`config.mk`:
```
export PLATFORM = sky130hd
export DESIGN_NAME = rts_bist_monitor
export DESIGN_NICKNAME = d
export VERILOG_FILES = /design/src/rtl/rts_pkg.sv /design/src/rtl/rts_misr.sv /design/src/rtl/rts_bist_monitor.sv
export SDC_FILE = /design/constraint.sdc
export NUM_CORES = 1
export LEC_CHECK = 0
export CORE_MARGIN = 2
export CORE_UTILIZATION = 48
export DETAILED_ROUTE_END_ITERATION = 10
export PLACE_DENSITY = 0.75
export SYNTH_ARGS = -nofsm -noshare
export SYNTH_HDL_FRONTEND = slang
export SYNTH_SLANG_ARGS = --single-unit
```
`constraint.sdc`:
```
create_clock -name clk -period 2.3 [get_ports clk]
set_input_delay 0.575 -clock clk [delete_from_list [all_inputs] [get_ports clk]]
set_output_delay 0.575 -clock clk [all_outputs]
set_load 0.05 [all_outputs]
```
`src/rtl/rts_pkg.sv`:
```
// Shared definitions for the RTS BIST blocks: FSM state encoding, error codes, default MISR polynomial.
// Latency: not applicable (types and constants only).
// Backpressure: not applicable.
package rts_pkg;

   typedef enum logic [2:0] {
      ST_IDLE    = 3'd0,
      ST_ARMED   = 3'd1,
      ST_SHIFT   = 3'd2,
      ST_CAPTURE = 3'd3,
      ST_SIGN    = 3'd4,
      ST_DONE    = 3'd5,
      ST_ERROR   = 3'd6
   } rts_state_e;

   // Error codes reported on err_code; the first one seen after a restart is kept.
   localparam logic [2:0] ERR_NONE       = 3'd0;
   localparam logic [2:0] ERR_PROTO      = 3'd1;  // illegal strobe combination / NbarT low while shifting
   localparam logic [2:0] ERR_SEQ        = 3'd2;  // expected strobe missing
   localparam logic [2:0] ERR_SHIFT      = 3'd3;  // short or long shift, or dirty capture cycle
   localparam logic [2:0] ERR_CAPTURE    = 3'd4;  // no MISR_En in capture
   localparam logic [2:0] ERR_EARLY_DONE = 3'd5;  // done before all vectors were applied
   localparam logic [2:0] ERR_DONE_DROP  = 3'd6;  // done released after completion
   localparam logic [2:0] ERR_WDOG       = 3'd7;  // controller stalled

   localparam logic [15:0] RTS_MISR_POLY = 16'h1021;

   // Saturating increment for the 11-bit vector counter.
   function automatic logic [10:0] sat_inc11(input logic [10:0] v);
      return (v == 11'h7FF) ? v : v + 11'd1;
   endfunction

endpackage

```
`src/rtl/rts_misr.sv`:
```
// Multiple-input signature register: shifts left with polynomial feedback and folds in a zero-extended data word.
// Latency: one cycle from en_i to the updated sig_o; clr_i wins over en_i.
// Backpressure: none; every enabled cycle is compacted.
module rts_misr
   import rts_pkg::*;
#(
   parameter int                  SigWidth  = 16,
   parameter int                  DataWidth = 16,
   parameter logic [SigWidth-1:0] MisrPoly  = SigWidth'(RTS_MISR_POLY)
) (
   input  logic                 clk,
   input  logic                 rstIn,
   input  logic                 clr_i,
   input  logic                 en_i,
   input  logic [DataWidth-1:0] data_i,
   output logic [SigWidth-1:0]  sig_o
);

   logic [SigWidth-1:0] sig_q, sig_d;
   logic [SigWidth-1:0] data_ext;

   // Zero-extend the response to the signature width (works for equal widths too).
   always_comb begin
      data_ext                = '0;
      data_ext[DataWidth-1:0] = data_i;
   end

   // Next signature: clear, compact, or hold.
   always_comb begin
      sig_d = sig_q;
      if (clr_i) begin
         sig_d = '0;
      end else if (en_i) begin
         sig_d = {sig_q[SigWidth-2:0], 1'b0}
               ^ (sig_q[SigWidth-1] ? MisrPoly : '0)
               ^ data_ext;
      end
   end

   // Signature register.
   always_ff @(posedge clk or posedge rstIn) begin
      if (rstIn) sig_q <= '0;
      else       sig_q <= sig_d;
   end

   assign sig_o = sig_q;

endmodule

```
`src/rtl/rts_bist_monitor.sv`:
```
// Checks the RTS BIST controller strobe sequence per vector, compacts CUT responses, grades the final signature.
// Latency: outputs registered; errors show the cycle after the offending input, pass/fail one cycle after DONE entry.
// Backpressure: none; strobes are consumed every cycle and violations are flagged, never stalled.
// Optional: define RTS_MON_WATCHDOG_EN to add a stall watchdog reporting err 7.
module rts_bist_monitor
   import rts_pkg::*;
#(
   parameter int                  ShiftSize    = 45,
   parameter int                  numOfTstCycl = 45,
   parameter int                  RespWidth    = 16,
   parameter int                  SigWidth     = 16,
   parameter logic [SigWidth-1:0] MisrPoly     = SigWidth'(RTS_MISR_POLY),
   parameter logic [SigWidth-1:0] GoldenSig    = '0
) (
   input  logic                 clk,
   input  logic                 rstIn,
   input  logic                 rstOut,
   input  logic                 NbarT,
   input  logic                 PRPG_En,
   input  logic                 SRSG_En,
   input  logic                 SISA_En,
   input  logic                 MISR_En,
   input  logic                 done,
   input  logic [RespWidth-1:0] resp_in,
   output logic [SigWidth-1:0]  signature,
   output logic [10:0]          vec_count,
   output logic                 busy,
   output logic                 pass,
   output logic                 fail,
   output logic [2:0]           err_code
);

   localparam logic [15:0] SHIFT_CNT = 16'(ShiftSize);
   localparam logic [10:0] NUM_VEC   = 11'(numOfTstCycl);

   rts_state_e  state_q, state_d;
   logic [15:0] cnt_q, cnt_d;
   logic [10:0] vec_q, vec_d;
   logic        pass_q, pass_d;
   logic        fail_q, fail_d;
   logic [2:0]  err_q, err_d;
   logic        misr_clr, misr_en;
   logic        err_hit;
   logic [2:0]  err_val;
   logic [3:0]  strb;
   logic        legal;
   logic        any_strobe;

   // At most one of the exclusive strobes, and the shift/compaction pair must agree.
   assign strb       = {PRPG_En, SRSG_En, MISR_En, done};
   assign legal      = (SRSG_En == SISA_En) && ((strb & (strb - 4'd1)) == 4'd0);
   assign any_strobe = |{PRPG_En, SRSG_En, SISA_En, MISR_En, done};
   assign busy       = (state_q == ST_ARMED) || (state_q == ST_SHIFT) ||
                       (state_q == ST_CAPTURE) || (state_q == ST_SIGN);

`ifdef RTS_MON_WATCHDOG_EN
   localparam logic [15:0] WDOG_LIMIT = 16'(ShiftSize + 8);
   logic [15:0] wdog_q, wdog_d;

   // Cycles spent in the current state, saturating.
   always_comb begin
      wdog_d = wdog_q;
      if (state_d != state_q)     wdog_d = '0;
      else if (wdog_q != 16'hFFFF) wdog_d = wdog_q + 16'd1;
   end

   // Watchdog counter register.
   always_ff @(posedge clk or posedge rstIn) begin
      if (rstIn) wdog_q <= '0;
      else       wdog_q <= wdog_d;
   end
`endif

   // Sequence checker: next state, counters, verdict and first-error capture.
   always_comb begin
      state_d  = state_q;
      cnt_d    = cnt_q;
      vec_d    = vec_q;
      pass_d   = pass_q;
      fail_d   = fail_q;
      err_d    = err_q;
      misr_clr = 1'b0;
      misr_en  = 1'b0;
      err_hit  = 1'b0;
      err_val  = ERR_NONE;
      if (rstOut) begin
         state_d  = ST_ARMED;
         cnt_d    = '0;
         vec_d    = '0;
         pass_d   = 1'b0;
         fail_d   = 1'b0;
         err_d    = ERR_NONE;
         misr_clr = 1'b1;
      end else begin
         if ((state_q != ST_IDLE) && (state_q != ST_ERROR) && !legal) begin
            err_hit = 1'b1;
            err_val = ERR_PROTO;
         end else begin
            case (state_q)
               ST_ARMED: begin
                  if (PRPG_En) begin
                     state_d = ST_SHIFT;
                     cnt_d   = '0;
                  end else begin
                     err_hit = 1'b1;
                     err_val = (done && (vec_q < NUM_VEC)) ? ERR_EARLY_DONE : ERR_SEQ;
                  end
               end
               ST_SHIFT: begin
                  if (SRSG_En) begin
                     if (!NbarT) begin
                        err_hit = 1'b1;
                        err_val = ERR_PROTO;
                     end else if (cnt_q != 16'hFFFF) begin
                        cnt_d = cnt_q + 16'd1;
                     end
                  end else if ((cnt_q == SHIFT_CNT) && !any_strobe && !NbarT) begin
                     state_d = ST_CAPTURE;
                  end else begin
                     err_hit = 1'b1;
                     err_val = ERR_SHIFT;
                  end
               end
               ST_CAPTURE: begin
                  if (MISR_En) begin
                     state_d = ST_SIGN;
                     misr_en = 1'b1;
                     vec_d   = sat_inc11(vec_q);
                  end else begin
                     err_hit = 1'b1;
                     err_val = ERR_CAPTURE;
                  end
               end
               ST_SIGN: begin
                  if (vec_q < NUM_VEC) begin
                     if (PRPG_En) begin
                        state_d = ST_SHIFT;
                        cnt_d   = '0;
                     end else begin
                        err_hit = 1'b1;
                        err_val = done ? ERR_EARLY_DONE : ERR_SEQ;
                     end
                  end else if (done) begin
                     state_d = ST_DONE;
                  end else begin
                     err_hit = 1'b1;
                     err_val = ERR_SEQ;
                  end
               end
               ST_DONE: begin
                  if (!done) begin
                     err_hit = 1'b1;
                     err_val = ERR_DONE_DROP;
                  end else begin
                     pass_d = (signature == GoldenSig);
                     fail_d = (signature != GoldenSig);
                  end
               end
               default: ;  // IDLE and ERROR only leave on rstOut
            endcase
         end
`ifdef RTS_MON_WATCHDOG_EN
         if (!err_hit && busy && (wdog_q >= WDOG_LIMIT)) begin
            err_hit = 1'b1;
            err_val = ERR_WDOG;
         end
`endif
         if (err_hit) begin
            state_d = ST_ERROR;
            pass_d  = 1'b0;
            fail_d  = 1'b1;
            if (err_q == ERR_NONE) err_d = err_val;
         end
      end
   end

   // State and status registers.
   always_ff @(posedge clk or posedge rstIn) begin
      if (rstIn) begin
         state_q <= ST_IDLE;
         cnt_q   <= '0;
         vec_q   <= '0;
         pass_q  <= 1'b0;
         fail_q  <= 1'b0;
         err_q   <= ERR_NONE;
      end else begin
         state_q <= state_d;
         cnt_q   <= cnt_d;
         vec_q   <= vec_d;
         pass_q  <= pass_d;
         fail_q  <= fail_d;
         err_q   <= err_d;
      end
   end

   rts_misr #(
      .SigWidth  (SigWidth),
      .DataWidth (RespWidth),
      .MisrPoly  (MisrPoly)
   ) u_misr (
      .clk    (clk),
      .rstIn  (rstIn),
      .clr_i  (misr_clr),
      .en_i   (misr_en),
      .data_i (resp_in),
      .sig_o  (signature)
   );

   assign vec_count = vec_q;
   assign pass      = pass_q;
   assign fail      = fail_q;
   assign err_code  = err_q;

endmodule

```
==> impl_summary.txt, run 1 <==
----------------------------------------------------
[Synthesis]
  Post-Synthesis Cells ... 368
  Top area cells in the synthesized netlist ... dfrtp_1 (40%), xnor2_1 (6.6%), nor2_1 (4.5%)
  Area share of the largest cell type after synthesis ... 40.1%
  Count of warnings emitted by yosys ... 0
  Number of enable-type register cells in the synthesized netlist ... 0
  Number of flip-flops and latches in the synthesized netlist ... 51
  Count of cell types in the netlist ... 52
  Library cell occupying the most area in the post-synthesis netlist ... dfrtp_1
  Share of flip-flops with an asynchronous set or reset ... between 90% and 100%
  Top-count cell post-synth ... dfrtp_1
  Post-Synthesis Cell Area ... between 0.003 and 0.004 mm2
  Prevailing post-synth register cell ... dfrtp_1
  Mapped Avg Cell Area ... 8.64 um2
  Sequential area share after synthesis ... 40.1%
  Commonest cells in the netlist ... dfrtp_1 (51), nor2_1 (38), a21oi_1 (24), nand2_1 (24), xnor2_1 (24)
  Number of nets in the synthesized netlist ... between 300 and 400

[STA]
  Final setup violation count ... 15
  Final setup margin ... -0.168 ns
  Worst Max-Slew Pin Slew ... 0.556 ns
  Crit path time final ... approximately 2.5 ns
  Endpoints failing hold ... 0
  Worst-case headroom to the max-slew limit ... 62.9%
  Ratio of final minimum period to clock period ... 107%
  Fin Clk Skew ... approximately 0.0094 ns
  Maximum clock frequency ... 0.405 GHz
  Slew Limit Fails ... 0
  Setup repair after global routing missed its margin ... yes
  Final TNS setup ... -1.93 ns

[Floorplan]
  I/O pin cnt ... 58
  Initial core utilization ... 49.8%
  Die outline area ... 0.00729 mm2
  Floorplan row count ... 29
  Area of the core region ... about 0.0064 mm2
  Die Span Y ... 85.4 um
  Die outline width ... 85.4 um

[Run]
  # Max-Cap Violations ... 0

[CTS]
  Clock insertion delay at the later pin of the skew report ... just over 0.3 ns
  Number of buffers created by CTS ... 5
  TritonCTS clock tree ... done
  Number of levels in the clock H-tree ... 2
  Clk pin slew, worst setup/hold paths ... 0.10 ns
  Clk buf depth ... 2
  Buffer type at the clock tree root ... clkbuf_8
  Number of sinks handled by clock tree synthesis ... 51

[Worst setup path]
  Category of the worst setup path capture point ... flop
  R2R setup slack ... -0.17 ns
  Required time worst endpoint ... 2.53 ns
  Startpoint of the worst-slack reg-to-reg timing path ... vec_count[6]
  Kind of launch point of the worst setup path ... flop
  Worst Setup SP ... vec_count[6]
  Critical path endpoint ... cnt_q[7]
  Crit Path Class ... flop to flop
  Data arrival time at the worst-slack endpoint ... 2.70 ns
  Maximum fanout along the worst path ... 6
  Cell depth of the worst flop-to-flop path ... 6
  Endpoint of the most critical register-to-register path ... cnt_q[7]

[Drt]
  Post-detailed-route DRC marker count ... 0
  Average detailed-routed wire length per instance ... 17.5 um
  Detailed router's first-iteration violation count ... 176
  Total via count in the routed design ... 3371
  TritonRoute pass-1 iters ... 5
  Final routed wirelength across all metal layers ... 9.73 mm
  Remaining number of nets flagged by the antenna check after routing ... 0
  Routed vias/inst ... 6.06

[Final layout]
  Fraction of final layout cells sized beyond drive strength 1 ... 25.9%
  Area Overhead vs Synth ... 46.3%
  Count of inserted antenna diode cells ... 0
  # nets final ... 507
  Cell Count, Final, Fillers Out ... 556

[GRT]
  Congestion Overflow GR ... 0
  Total routing usage reported by global routing ... 26.4%
  First-pass GRT wire length ... 15.5 mm
  Vias in the first global route ... 3225
  Pin count of the biggest net entering global routing ... 36
  Number of antenna violations at the first check in global routing ... 0

[Placement]
  Final HPWL DP ... ~6.6 mm
  Number of port buffers ... 57
  Post-placement worst setup slack ... -0.636 ns
  Dpl cells ... 537
  Gp weighted congestion ... 0.928

[Power]
  Leakage power ... 0.00187 uW
  Maximum vdd drop ... around 0.4 mV
  Power per Cell Area ... 509 mW/mm2

[Hold path]
  Worst Hold Launch ... err_code[0]
  Min-Delay Path Class ... flop to flop

[Status]
  Violated checks ... setup timing
  Run status ... finished with violations

----------------------------------------------------
how the worst min path moves through the flow:
stage	endpoint	slack [ns]	depth (start not counted)
global placement	err_code[0]	0.51	1
global route	err_code[0]	0.58	1
CTS	err_code[0]	0.54	1
floorplan	cnt_q[1]	0.49	2
finish	err_code[0]	0.53	1
detailed placement	err_code[0]	0.51	1
layout by cell type, fill, tap and decap left out, drive strengths merged, types with 4 or more instances in the layout:
cell           instances
a211oi                14
and3                   5
nor4                  14
xor2                   6
nor2                  38
clkdlybuf4s50         51
a21oi                 24
nand2                 24
nand3                 20
clkbuf                 8
ha                     4
or4                    5
nor4b                  4
dfrtp                 51
buf                   66
xnor2                 24
inv                   11
nand2b                 6
o31ai                  8
o21ai                 22
nand4                  8
or3                   15
nor3                  11
registers in the layout, indices dropped and copies added (netlist names):
register and cells:
cnt_q 16, u_misr.sig_o 16, vec_count 11, err_code 3, state_q 3, fail 1, pass 1
critical path: stages, from the launching register on:
cell,delay (ns)
dfrtp_2,0.41
or4_4,0.56
nor3_4,0.22
a311oi_4,0.15
or3_4,0.45
or4_4,0.43
a21oi_2,0.17
stage by stage:
stage	total power, uW	utilization, %	hold slack, ns	cell area [um2]
6_report	2370	72.8	0.534	4650
5_1_grt	2460	72.8	0.580	4650
4_1_cts	2320	70.6	0.540	4510
3_5_place_dp	1600	66.5	0.513	4250
3_3_place_gp	1590	66.5	0.514	4250
2_1_floorplan	1320	-	0.486	3210
what timing repair did:
| item | CTS | global route |
|---|---|---|
| setup endpoints to repair | 30 | 32 |
| resized for setup | 22 | 33 |
| cloned | 2 | 1 |
| pin swaps | 11 | 14 |
| endpoints found under the hold margin | 0 | 0 |
| buffers inserted | 6 | 4 |
| hold buffers | 0 | 0 |
layout make-up:
class | count | area [um2]
Clock buffer | 6 | 82.6
Clock inverter | 2 | 38.8
Fill cell | 470 | 1740
Inverter | 10 | 37.5
Multi-Input combinational cell | 288 | 2020
Sequential cell | 51 | 1280
Tap cell | 77 | 96.3
Timing Repair Buffer | 122 | 1090
logic make-up (layout without fill, tap and decap cells):
| family | count (synthesis) | in the layout | synth area share [%] |
|---|---|---|---|
| multiplexers | 1 | 1 | 0.315 |
| buffers and inverters | 32 | 140 | 4.09 |
| AO/OA/AOI/OAI | 88 | 88 | 18.0 |
| AND/OR/NAND/NOR | 162 | 165 | 27.6 |
| flip-flops | 51 | 51 | 40.1 |
| adder cells (fa/ha/maj) | 4 | 4 | 1.57 |
| XOR/XNOR | 30 | 30 | 8.26 |
layer usage:
layer,GRT usage (%),vias to the layer above,wire length [um]
met5,0,-,0
met4,9.09,0,265
met3,3.99,28,548
met2,45.2,127,4810
met1,34.1,1639,4100
li1,-,1577,-
report_power, final:
part	internal, uW	switching (uW)
clock network	358	321
registers	919	24.5
logic	337	405
total	1610	750
(Power assumes the default switching activity.)
==> inputs of run 2 (changes only) <==
CORE_MARGIN = 4   (was 2)
==> impl_summary.txt, run 2 (synthesis results as in run 1) <==
----------------------------------------------------
[CTS]
  Clock insertion delay at the later pin of the skew report ... 0.31 ns
  Clk pin slew, worst setup/hold paths ... about 0.11 ns
  Number of sinks handled by clock tree synthesis ... 51
  Clk buf depth ... 2
  Number of levels in the clock H-tree ... 2
  Number of buffers created by CTS ... 5
  TritonCTS clock tree ... done
  Buffer type at the clock tree root ... clkbuf_8
  Quantity of hold-fixing buffers added after cts ... 0

[GRT]
  Total routing usage reported by global routing ... about a quarter
  Vias in the first global route ... 3185
  Number of antenna violations at the first check in global routing ... 0
  First-pass GRT wire length ... roughly 15 mm
  Pin count of the biggest net entering global routing ... 38
  Congestion Overflow GR ... 0

[Final layout]
  Count of inserted antenna diode cells ... 0
  # nets final ... 493
  Summed area of non-filler cells in the final layout ... ~0.0045 mm2
  Cell Count, Final, Fillers Out ... 542
  Number of inserted filler cells in the final layout ... 492
  Leading cell types in the layout, fill and taps excluded ... clkdlybuf4s50_1 (50), buf_4 (49), dfrtp_1 (48)
  Fraction of final layout cells sized beyond drive strength 1 ... 19.8%
  Area Overhead vs Synth ... 40.5%
  Commonest non-fill, non-tap cell in the layout ... clkdlybuf4s50_1

[STA]
  Final setup violation count ... 8
  Worst-case headroom to the max-slew limit ... between 60% and 70%
  Fin Clk Skew ... around 0.011 ns
  Slew Limit Fails ... 0
  Ratio of final minimum period to clock period ... 105%
  Crit path time final ... 2.42 ns
  Setup repair after global routing missed its margin ... yes
  Final setup margin ... -0.119 ns
  Worst Max-Slew Pin Slew ... 0.530 ns
  Endpoints failing hold ... 0
  Maximum clock frequency ... approximately 0.41 GHz

[Drt]
  Total via count in the routed design ... 3324
  TritonRoute pass-1 iters ... 5
  Average detailed-routed wire length per instance ... 17.1 um
  Remaining number of nets flagged by the antenna check after routing ... 0
  Routed vias/inst ... 6.13
  Detailed router's first-iteration violation count ... 219
  Post-detailed-route DRC marker count ... 0
  Final routed wirelength across all metal layers ... 9.27 mm

[Power]
  Power per Cell Area ... 531 mW/mm2
  Share of power burned in combinational logic ... roughly 28%
  Internal power of the cells ... 1650 uW
  Maximum vdd drop ... 0.713 mV
  Sw Share ... 30.4%
  Leakage power ... approximately 0.0018 uW
  Part of the power in registers ... just under 40%
  Clk network pwr share ... approximately a third
  Final Total Pwr ... 2370 uW
  Switching component of the power ... 721 uW

[Hold path]
  Min-Delay Path Class ... flop to flop

[Placement]
  Area of placed instances ... roughly 0.0042 mm2
  Dpl cells ... 532
  Final HPWL DP ... 6.56 mm
  Number of port buffers ... 57
  Gp weighted congestion ... 0.897

[Status]
  Violated checks ... setup timing
  Run status ... finished with violations

[Worst setup path]
  Required time worst endpoint ... 2.54 ns
  Maximum fanout along the worst path ... 7
  Kind of launch point of the worst setup path ... flop
  Crit Path Class ... flop to flop
  Category of the worst setup path capture point ... flop
  Data arrival time at the worst-slack endpoint ... around 2.7 ns

[Floorplan]
  Area of the core region ... 0.00639 mm2
  Initial core utilization ... 49.8%
  Floorplan row count ... 29
  I/O pin cnt ... 58
  Die outline area ... approximately 0.008 mm2
  Die Span Y ... approximately 89 um
  Die outline width ... 89.4 um

[Run]
  # Max-Cap Violations ... 0

----------------------------------------------------
-- run 2: power by group through the flow --
stage / Clock [uW] / Sequential (uW) / Combinational, uW
2_1_floorplan: 0 / 998 / 323
3_3_place_gp: 0 / 958 / 632
3_5_place_dp: 0 / 959 / 637
4_1_cts: 769 / 941 / 645
5_1_grt: 816 / 945 / 721
6_report: 763 / 941 / 668
-- run 2: what timing repair did --
action | 4_1_cts | 5_1_grt
setup buffers | 0 | 1
gates cloned | 2 | 0
endpoints found under the hold margin | 0 | 0
resized for setup | 10 | 17
endpoints found under the setup margin | 26 | 33
pin swaps | 6 | 2
-- run 2: layout make-up --
cell class	count	area, um2	share of cell area (%)
Clock buffer	5	68.8	1.54
Tap cell	77	96.3	2.16
Timing Repair Buffer	109	1010	22.7
Multi-Input combinational cell	287	1910	42.6
Clock inverter	3	67.6	1.51
Inverter	10	37.5	0.840
Sequential cell	51	1280	28.6
-- run 2: routing by layer --
layer	vias up	global-route usage, %	routed length, um
li1	1557	-	-
met1	1606	31.2	3760
met2	141	40.3	4760
met3	20	4.06	562
met4	0	8.12	187
met5	-	0	0
-- run 2: through the flow --
step                      util [%]  hold WS (ns)  setup TNS, ns  setup WS (ns)
after global placement        66.1         0.510         -13.42         -0.556
after floorplan                  -         0.486          -2.96         -0.228
after global routing          70.0         0.577         -0.884         -0.146
after CTS                     68.6         0.540         -0.939         -0.117
after detailed placement      66.1         0.507         -16.61         -0.688
final                         70.0         0.531         -0.406         -0.119
-- run 2: critical path, stage by stage, from the launching register on --
cell,delay [ns]
dfrtp_2,0.42
or4_4,0.56
nor3_4,0.22
a311oi_4,0.15
or3_4,0.44
or4_1,0.41
a21oi_1,0.16
-- run 2: path summary, 6_finish.rpt --
check                             start      endpoint  slack [ns]  cells past startpoint
hold / removal              err_code[0]   err_code[0]        0.53                      1
hold reg to reg             err_code[0]   err_code[0]        0.53                      1
setup reg to reg           vec_count[8]     cnt_q[10]       -0.12                      6
max in group asynchronous         rstIn  vec_count[6]        1.23                      3
setup / recovery           vec_count[8]     cnt_q[10]       -0.12                      6
min in group asynchronous         rstIn      cnt_q[9]        0.54                      2
==> inputs of run 3 (changes only) <==
MAX_ROUTING_LAYER = met4   (was not set)
==> impl_summary.txt, run 3 (synthesis results as in run 1) <==
----------------------------------------------------
[Power]
  Clk network pwr share ... 28.9%
  Part of the power in registers ... a little over two fifths
  Switching component of the power ... 704 uW
  Sw Share ... 31.0%
  Share of power burned in combinational logic ... 29.4%
  Power per Cell Area ... 508 mW/mm2
  Maximum vdd drop ... 0.543 mV
  Leakage power ... 0.00178 uW
  Internal power of the cells ... 1570 uW

[STA]
  Maximum clock frequency ... between 0.4 and 0.5 GHz
  Fin Clk Skew ... 0.00555 ns
  Setup repair after global routing missed its margin ... yes
  Crit path time final ... about 2.4 ns
  Endpoints failing hold ... 0
  Ratio of final minimum period to clock period ... 105%
  Worst Max-Slew Pin Slew ... 0.524 ns
  Final setup violation count ... 6
  Worst-case headroom to the max-slew limit ... 65.0%
  Slew Limit Fails ... 0
  Final setup margin ... -0.118 ns
  Final TNS setup ... -0.332 ns

[Worst setup path]
  Data arrival time at the worst-slack endpoint ... 2.65 ns
  Startpoint of the worst-slack reg-to-reg timing path ... vec_count[7]
  Crit Path Class ... flop to flop
  R2R setup slack ... -0.12 ns
  Maximum fanout along the worst path ... 7
  Required time worst endpoint ... 2.54 ns
  Endpoint of the most critical register-to-register path ... cnt_q[10]
  Cell depth of the worst flop-to-flop path ... 6
  Category of the worst setup path capture point ... flop
  Kind of launch point of the worst setup path ... flop

[CTS]
  Quantity of hold-fixing buffers added after cts ... 0
  Number of levels in the clock H-tree ... 2
  Buffer type at the clock tree root ... clkbuf_8
  TritonCTS clock tree ... done
  Clk pin slew, worst setup/hold paths ... 0.10 ns
  Number of buffers created by CTS ... 5
  Clk buf depth ... 2
  Clock insertion delay at the later pin of the skew report ... 0.30 ns
  Number of sinks handled by clock tree synthesis ... a little over 50

[Placement]
  Number of port buffers ... 57
  Area of placed instances ... 0.00421 mm2
  Gp weighted congestion ... 0.927
  Final HPWL DP ... ~6.5 mm
  Post-placement worst setup slack ... -0.618 ns

[Floorplan]
  Initial core utilization ... 49.8%
  Die Span Y ... 89.4 um
  Floorplan row count ... 29
  Die outline area ... 0.00799 mm2
  Area of the core region ... around 0.0064 mm2
  Die outline width ... 89.4 um
  I/O pin cnt ... 58

[Final layout]
  Leading cell types in the layout, fill and taps excluded ... clkdlybuf4s50_1 (52), buf_4 (51), dfrtp_1 (48)
  Number of inserted filler cells in the final layout ... roughly 500
  Count of inserted antenna diode cells ... 0
  Commonest non-fill, non-tap cell in the layout ... clkdlybuf4s50_1
  Area Overhead vs Synth ... 40.5%
  # nets final ... 494
  Fraction of final layout cells sized beyond drive strength 1 ... 20.8%
  Summed area of non-filler cells in the final layout ... 0.00447 mm2

[Hold path]
  WHS Endpoint ... err_code[0]
  Min-Delay Path Class ... flop to flop
  Worst Hold Launch ... err_code[0]
  Number of stages on the worst hold path ... 1

[Drt]
  Total via count in the routed design ... between 3000 and 4000
  TritonRoute pass-1 iters ... 5
  Average detailed-routed wire length per instance ... 16.9 um
  Final routed wirelength across all metal layers ... 9.15 mm
  Post-detailed-route DRC marker count ... 0
  Remaining number of nets flagged by the antenna check after routing ... 0
  Detailed router's first-iteration violation count ... 212
  Routed vias/inst ... 6.01

[GRT]
  First-pass GRT wire length ... 15.0 mm
  Total routing usage reported by global routing ... 24.3%
  Vias in the first global route ... about 3200
  Pin count of the biggest net entering global routing ... 38
  Number of antenna violations at the first check in global routing ... 0
  Congestion Overflow GR ... 0

[Status]
  Run status ... finished with violations
  Violated checks ... setup timing

[Run]
  # Max-Cap Violations ... 0

----------------------------------------------------
-- run 3: cell count changes in the layout (fill, tap and decap cells not counted), sizes merged --
| cell | delta |
|---|---|
| clkinv | +1 |
| clkbuf | +1 |
| clkinvlp | -1 |
| buf | +1 |
| bufinv | -1 |
| clkdlybuf4s50 | +2 |
| dlymetal6s2s | -2 |
-- run 3: critical path, cell delays in order (launching register included) --
cell and delay (ns):
dfrtp_2 0.42, or4_4 0.54, nor3_4 0.22, a311oi_4 0.15, or3_4 0.45, or4_1 0.44
a21oi_2 0.14
-- run 3: power by group through the flow --
stage	clock [uW]	sequential [uW]	combinational [uW]
3_3_place_gp	0	959	623
5_1_grt	703	948	723
2_1_floorplan	0	998	323
3_5_place_dp	0	960	630
4_1_cts	668	943	646
6_report	657	945	668
-- run 3: worst max path at each step --
stage | slack, ns | start | cells after the start | to
CTS | -0.1 | vec_count[7] | 6 | cnt_q[10]
global route | -0.21 | vec_count[7] | 6 | cnt_q[10]
floorplan | -0.23 | vec_count[8] | 8 | cnt_q[15]
finish | -0.12 | vec_count[7] | 6 | cnt_q[10]
global placement | -0.54 | SRSG_En | 8 | cnt_q[12]
detailed placement | -0.62 | SRSG_En | 8 | cnt_q[10]
-- run 3: metal layers --
metal  up-vias  wire length, um  GRT usage, %
li1       1555                -             -
met1      1585             3950          31.4
met2       105             4660          40.2
met3        21              394          3.96
met4         0              153          5.28
met5         -                0             -
-- run 3: timing repair --
action	in CTS	in global routing
hold endpoints to repair	0	0
cloned	2	0
pin swaps	11	3
endpoints found under the setup margin	27	30
resized for setup	11	20
setup buffers	1	1
-- run 3: area by class of cell --
cell class | instances | area, um2 | share of cell area, %
Tap cell | 77 | 96.3 | 2.16
Multi-Input combinational cell | 287 | 1930 | 43.3
Clock buffer | 6 | 82.6 | 1.85
Clock inverter | 2 | 35.0 | 0.785
Inverter | 10 | 37.5 | 0.841
Sequential cell | 51 | 1280 | 28.7
Timing Repair Buffer | 110 | 1000 | 22.4
-- run 3: metrics by stage --
stage	total power, uW	hold slack [ns]	instances	utilization [%]
5_1_grt	2370	0.568	543	69.9
3_5_place_dp	1590	0.499	532	65.9
4_1_cts	2260	0.535	542	68.4
6_report	2270	0.543	543	69.9
2_1_floorplan	1320	0.486	368	-
3_3_place_gp	1580	0.509	532	65.9
